<file path="config.mk">
export PLATFORM = sky130hd
export DESIGN_NAME = seg7_count_display_flat
export DESIGN_NICKNAME = d
export VERILOG_FILES = /design/src/rtl/seg7_count_display_if.sv /design/src/rtl/seg7_count_display.sv /design/src/flat_wrapper.sv
export SDC_FILE = /design/constraint.sdc
export NUM_CORES = 1
export LEC_CHECK = 0
export ABC_CLOCK_PERIOD_IN_PS = 3820
export BUFFER_PORTS_ARGS = -buffer_cell sky130_fd_sc_hd__buf_2
export CELL_PAD_IN_SITES_DETAIL_PLACEMENT = 0
export CELL_PAD_IN_SITES_GLOBAL_PLACEMENT = 1
export CORE_ASPECT_RATIO = 0.5
export CORE_UTILIZATION = 43
export DETAILED_ROUTE_END_ITERATION = 7
export PLACE_DENSITY = 0.8
export SLEW_MARGIN = 30
export SYNTH_ARGS = -nofsm -noshare
export SYNTH_HDL_FRONTEND = slang
export SYNTH_SLANG_ARGS = --single-unit
</file>
<file path="constraint.sdc">
create_clock -name clk_2 -period 3.82 [get_ports clk_2]
set_input_delay 0.382 -clock clk_2 [delete_from_list [all_inputs] [get_ports clk_2]]
set_output_delay 0.382 -clock clk_2 [all_outputs]
set_load 0.1 [all_outputs]
</file>
<file path="src/rtl/seg7_count_display_if.sv">
// Bundle between the hex up/down counter and its 7-segment display stage.
// No handshake: count_in and the control switches are sampled on every clk_2 edge.
interface seg7_count_display_if #(
    parameter int NBITS_COUNT = 4,
    parameter int NBITS_TOP   = 8
);
    logic [NBITS_COUNT-1:0] count_in;
    logic                   counter_on;
    logic                   counter_up;
    logic                   load;
    logic                   blank;
    logic [NBITS_TOP-1:0]   SEG;
    logic                   digit_changed;
    logic [NBITS_TOP-1:0]   wrap_total;

    modport master (
        output count_in, counter_on, counter_up, load, blank,
        input  SEG, digit_changed, wrap_total
    );

    modport slave (
        input  count_in, counter_on, counter_up, load, blank,
        output SEG, digit_changed, wrap_total
    );
endinterface

</file>
<file path="src/rtl/seg7_count_display.sv">
// Display stage for the hex counter: registered 7-segment decode, wrap-triggered
// decimal-point flash, saturating wrap count and a digit-change pulse.
module seg7_count_display #(
    parameter int NBITS_COUNT = 4,
    parameter int NBITS_TOP   = 8,
    parameter int DP_CYCLES   = 4
) (
    input  logic                               clk_2,
    input  logic                               reset_n,
    seg7_count_display_if.slave                bus,
    output logic [$clog2(DP_CYCLES+1)-1:0]     dbg_dp_timer,
    output logic                               dbg_primed
);

    localparam int TIMER_W = $clog2(DP_CYCLES + 1);
    localparam logic [TIMER_W-1:0]     DP_LOAD   = TIMER_W'(DP_CYCLES);
    localparam logic [TIMER_W-1:0]     DP_ONE    = TIMER_W'(1);
    localparam logic [NBITS_COUNT-1:0] CNT_MAX   = '1;
    localparam logic [NBITS_COUNT-1:0] CNT_MIN   = '0;
    localparam logic [NBITS_TOP-1:0]   TOTAL_MAX = '1;

    logic [NBITS_COUNT-1:0] prev;
    logic                   primed;
    logic [TIMER_W-1:0]     dp_timer;

    logic                   up_wrap;
    logic                   down_wrap;
    logic                   is_wrap;
    logic                   dp_lit;
    logic [NBITS_TOP-1:0]   seg_next;

    function automatic logic [6:0] hex_decode(input logic [3:0] d);
        logic [6:0] s;
        s = 7'h00;
        case (d)
            4'h0: s = 7'h3F;
            4'h1: s = 7'h06;
            4'h2: s = 7'h5B;
            4'h3: s = 7'h4F;
            4'h4: s = 7'h66;
            4'h5: s = 7'h6D;
            4'h6: s = 7'h7D;
            4'h7: s = 7'h07;
            4'h8: s = 7'h7F;
            4'h9: s = 7'h6F;
            4'hA: s = 7'h77;
            4'hB: s = 7'h7C;
            4'hC: s = 7'h39;
            4'hD: s = 7'h5E;
            4'hE: s = 7'h79;
            4'hF: s = 7'h71;
            default: s = 7'h00;
        endcase
        return s;
    endfunction

    always_comb begin
        up_wrap   = bus.counter_up  && (prev == CNT_MAX) && (bus.count_in == CNT_MIN);
        down_wrap = !bus.counter_up && (prev == CNT_MIN) && (bus.count_in == CNT_MAX);
        is_wrap   = primed && bus.counter_on && !bus.load && (up_wrap || down_wrap);
        // dp_timer holds the lit cycles still owed including the one on display,
        // so the last count (1) is the cycle where DP goes dark.
        dp_lit    = is_wrap || (dp_timer > DP_ONE);
        seg_next  = '0;
        if (!bus.blank) begin
            seg_next[6:0] = hex_decode(bus.count_in);
            seg_next[7]   = dp_lit;
        end
    end

    always_ff @(posedge clk_2 or negedge reset_n) begin
        if (!reset_n) begin
            bus.SEG           <= '0;
            bus.digit_changed <= 1'b0;
            bus.wrap_total    <= '0;
            dp_timer          <= '0;
            prev              <= '0;
            primed            <= 1'b0;
        end else begin
            bus.SEG           <= seg_next;
            bus.digit_changed <= primed && (bus.count_in != prev);
            prev              <= bus.count_in;
            primed            <= 1'b1;
            if (is_wrap) begin
                dp_timer <= DP_LOAD;
            end else if (dp_timer != '0) begin
                dp_timer <= dp_timer - DP_ONE;
            end
            if (is_wrap && (bus.wrap_total != TOTAL_MAX)) begin
                bus.wrap_total <= bus.wrap_total + 1'b1;
            end
        end
    end

    assign dbg_dp_timer = dp_timer;
    assign dbg_primed   = primed;

endmodule

</file>
<file path="src/flat_wrapper.sv">
// flat-port wrapper written by rule: the top's interface ports become plain ports
module seg7_count_display_flat 
#(
    parameter int NBITS_COUNT = 4,
    parameter int NBITS_TOP   = 8,
    parameter int DP_CYCLES   = 4
)
  (clk_2, reset_n, dbg_dp_timer, dbg_primed, bus_count_in, bus_counter_on, bus_counter_up, bus_load, bus_blank, bus_SEG, bus_digit_changed, bus_wrap_total);
  seg7_count_display_if #(.NBITS_COUNT(NBITS_COUNT), .NBITS_TOP(NBITS_TOP)) bus_i ();
  input  logic clk_2;
  input  logic reset_n;
  output logic [$clog2(DP_CYCLES+1)-1:0] dbg_dp_timer;
  output logic dbg_primed;
  input wire logic [$bits(bus_i.count_in)-1:0] bus_count_in;
  input wire logic [$bits(bus_i.counter_on)-1:0] bus_counter_on;
  input wire logic [$bits(bus_i.counter_up)-1:0] bus_counter_up;
  input wire logic [$bits(bus_i.load)-1:0] bus_load;
  input wire logic [$bits(bus_i.blank)-1:0] bus_blank;
  output wire logic [$bits(bus_i.SEG)-1:0] bus_SEG;
  output wire logic [$bits(bus_i.digit_changed)-1:0] bus_digit_changed;
  output wire logic [$bits(bus_i.wrap_total)-1:0] bus_wrap_total;
  assign bus_i.count_in = bus_count_in;
  assign bus_i.counter_on = bus_counter_on;
  assign bus_i.counter_up = bus_counter_up;
  assign bus_i.load = bus_load;
  assign bus_i.blank = bus_blank;
  assign bus_SEG = bus_i.SEG;
  assign bus_digit_changed = bus_i.digit_changed;
  assign bus_wrap_total = bus_i.wrap_total;
  seg7_count_display #(.NBITS_COUNT(NBITS_COUNT), .NBITS_TOP(NBITS_TOP), .DP_CYCLES(DP_CYCLES)) u_core (.clk_2(clk_2), .reset_n(reset_n), .bus(bus_i), .dbg_dp_timer(dbg_dp_timer), .dbg_primed(dbg_primed));
endmodule
</file>
==> flow_summary.ini <==
[layout]
drive_above_1_share_pct = 27.52
syn2layout_area_growth_pct = 16.10
nFillCells = 253
nets = 171
stdcell_count = 186
antennaDiodeCount = 0
final_area_sq_um = 1525

[floorplan]
initial_core_util_pct = 47.79
dieArea_sq_um = 3294
die_w_microns = 80.17
row_count = 13
die_h_microns = 41.09
core_sq_um = 2749
design.portCount = 31

[global_route]
grt-ovfl-total = 0
grt_max_degree = 26
first_global_vias = 893
grt_pass1_wl_microns = 4119
grt_usage_pct = 17.73
antenna_found_initial = 0

[clocking]
ctsResizeCount = 0
cts_tree = done
numCtsBuffers = 3
cts_setup_buffers = 0
clock-root-buffer = clkbuf_8
clk_pin_slew_worst_paths_ns = 0.09
hold_buffers = 0
clock_latency_ns = 0.27
cts_num_sinks = 25
cts_buffer_depth = 2
h-tree-depth = 1

[sta]
slew_headroom_pct = 45.78
hold_violations = 0
setup_viol = 0
fin_crit_sh_pct = 57.03
rsz0062_at_grt = no
slew_violations = 0
worst_slew_pin_slew_ns = 0.8079
period_minus_slack_ns = 2.179
clock_skew_ns = 0.005395
fmax_mhz = 459.0
setup_tns_ns = 0

[detailed_routing]
viasPerCell = 4.973
drtIter0Drc = 16
drt_first_pass_iters = 4
wire_per_inst_microns = 12.77
drt-total-wl_microns = 2375
drc = 0
ant_nets = 0
num_vias = 925

[worst_setup_path]
crit_buf_inv = 0
slowest_delay_ns = 0.52
critPathLaunchType = flop
path_delay_family = simple AND/OR/NAND/NOR gates
slowest_stage = or4b_1
path_class = flop to flop
path_cells = or4b_1 -> nor4_2 -> o21ai_1 -> nor2_1 -> mux2_2
crit_required_ns = 3.98
crit_path_end_kind = flop
cp_max_fo = 11
worstPathArrival_ns = 2.34

[power_and_ir_drop]
pwr-share-clk_pct = 18.7
pwr-share-comb_pct = 43.5
p_sw_share_pct = 46.29
switchingPower_w = 0.0003852
powerDensity_nw_per_um2 = 545.6
p_int_w = 0.0004469
seqPwrFrac_pct = 37.8
worst_ir_drop_vdd_mv = 0.4021
p_leak_nw = 0.7862

[yosys]
synth_top_cell_area_share_pct = 47.62
syn_nets = 142
ys_seq_area_share_pct = 47.62
syn_inst = 121
synthTopCellsByCount = dfrtp_1 (25), ha_1 (11), xor2_1 (11)
synth.distinct_cells = 34
synthArstFlopShare_pct = 100.0
netlist_area_sq_um = 1314
avgSynthCellArea_sq_um = 10.86
yosysMostFrequentCell = dfrtp_1
ys.flop_type = dfrtp_1
ys_warn_count = 0
synth_area_leader_cell = dfrtp_1
ys_top_cells_by_area = dfrtp_1 (48%), ha_1 (10%), xor2_1 (7.3%)
ys_seq_elements = 25
synth_edf_count = 0

[placement]
place_congestion = 0.7396
place_area_sq_um = 1480
dp.cells = 182
io_buffers = 30
place_hpwl_microns = 1782

[outcome]
status = finished, final reports clean

[run]
maxCapViolations = 0

[hold_path]
hp-class = primary input to async pin
power groups by stage:
| stage | Sequential, W | Clock, W | Combinational, W |
|---|---|---|---|
| after floorplan | 0.000519 | 0 | 0.000104 |
| after global placement | 0.000318 | 0 | 0.000365 |
| after detailed placement | 0.000320 | 0 | 0.000364 |
| after CTS | 0.000315 | 0.000160 | 0.000365 |
| after global routing | 0.000319 | 0.000172 | 0.000389 |
| final | 0.000314 | 0.000156 | 0.000362 |
area by class of cell:
type	instances	area [sq um]	share of cell area (%)
sequential	25	625.6	41.02
timing repair buffer	30	150.1	9.844
clock buffer	4	45.04	2.953
inverter	5	18.77	1.231
multi-input combinational	85	639.4	41.92
tap	37	46.29	3.035
kinds of logic (layout without fill, tap and decap cells):
group | Yosys count | in the layout | synth area share, %
AND/OR/NAND/NOR | 40 | 40 | 18.48
flip-flops | 25 | 25 | 47.62
AO/OA/AOI/OAI | 19 | 19 | 9.809
XOR/XNOR | 12 | 12 | 8.000
adder cells (fa/ha/maj) | 11 | 11 | 10.48
buffers and inverters | 11 | 39 | 3.714
multiplexers | 2 | 2 | 1.619
other | 1 | 1 | 0.2854
layer usage:
metal  up-vias  part of all wire [%]  global-route usage, %
met3         5                   4.1                  5.333
li1        473                     -                      -
met5         -                     0                      0
met1       430                    49                  20.73
met4         0                   1.4                  6.696
met2        17                    46                  32.48
state kept, by name (all words and copies together), names as in the netlist:
signal and cells:
u_core.dbg_primed 1, u_core.bus.SEG 8, u_core.bus.wrap_total 8, u_core.bus.digit_changed 1
u_core.prev 4, u_core.dbg_dp_timer 3
cells in the final DEF (no fill, tap or decap):
cell	Yosys	routed
a211oi_1	3	3
a211o_1	1	1
xor2_1	11	11
nor3_1	2	2
mux2i_1	1	1
ha_1	11	11
inv_1	5	5
nand2_1	8	8
o41a_1	1	1
a21oi_1	8	8
nor2_1	9	9
mux2_2	1	1
nand3_1	3	3
nor4b_1	1	1
or4b_1	1	1
nand4_1	2	2
and2_1	1	1
a221oi_1	1	1
or2_2	2	2
o21ai_1	1	1
buf_2	0	30
dfrtp_1	25	25
o21ai_0	1	1
a311oi_1	2	2
clkbuf_8	0	3
o211a_1	1	1
nor3b_1	1	1
nor2b_1	2	2
clkbuf_1	4	1
nand2b_1	3	3
conb_1	1	1
xnor2_1	1	1
nor4_2	4	4
nor4b_2	1	1
per-stage QoR:
stage	setup slack (ns)	utilization, %	hold slack [ns]	total power, W
6_report	1.641	55.48	0.09369	0.0008321
4_1_cts	1.615	55.48	0.1116	0.0008398
3_3_place_gp	1.459	53.85	0.4019	0.0006826
5_1_grt	1.482	55.48	0.1193	0.0008798
2_1_floorplan	1.564	-	0.08641	0.0006228
3_5_place_dp	1.336	53.85	0.4097	0.0006841
worst paths after layout:
| kind | endpoint | slack [ns] | startpoint | cells past startpoint |
|---|---|---|---|---|
| worst max-delay path | u_core.bus.wrap_total[1] | 1.64 | u_core.prev[0] | 5 |
| worst min-delay path | u_core.prev[0] | 0.09 | reset_n | 1 |
| worst max register to register | u_core.bus.wrap_total[1] | 1.64 | u_core.prev[0] | 5 |
| worst min register to register | u_core.bus.wrap_total[7] | 0.49 | u_core.bus.wrap_total[7] | 1 |
| min in group clk_2 | u_core.prev[0] | 0.32 | bus_count_in[0] | 1 |
| max in group asynchronous | u_core.bus.wrap_total[6] | 3.35 | reset_n | 1 |
Power figures use the tool's default switching activity.
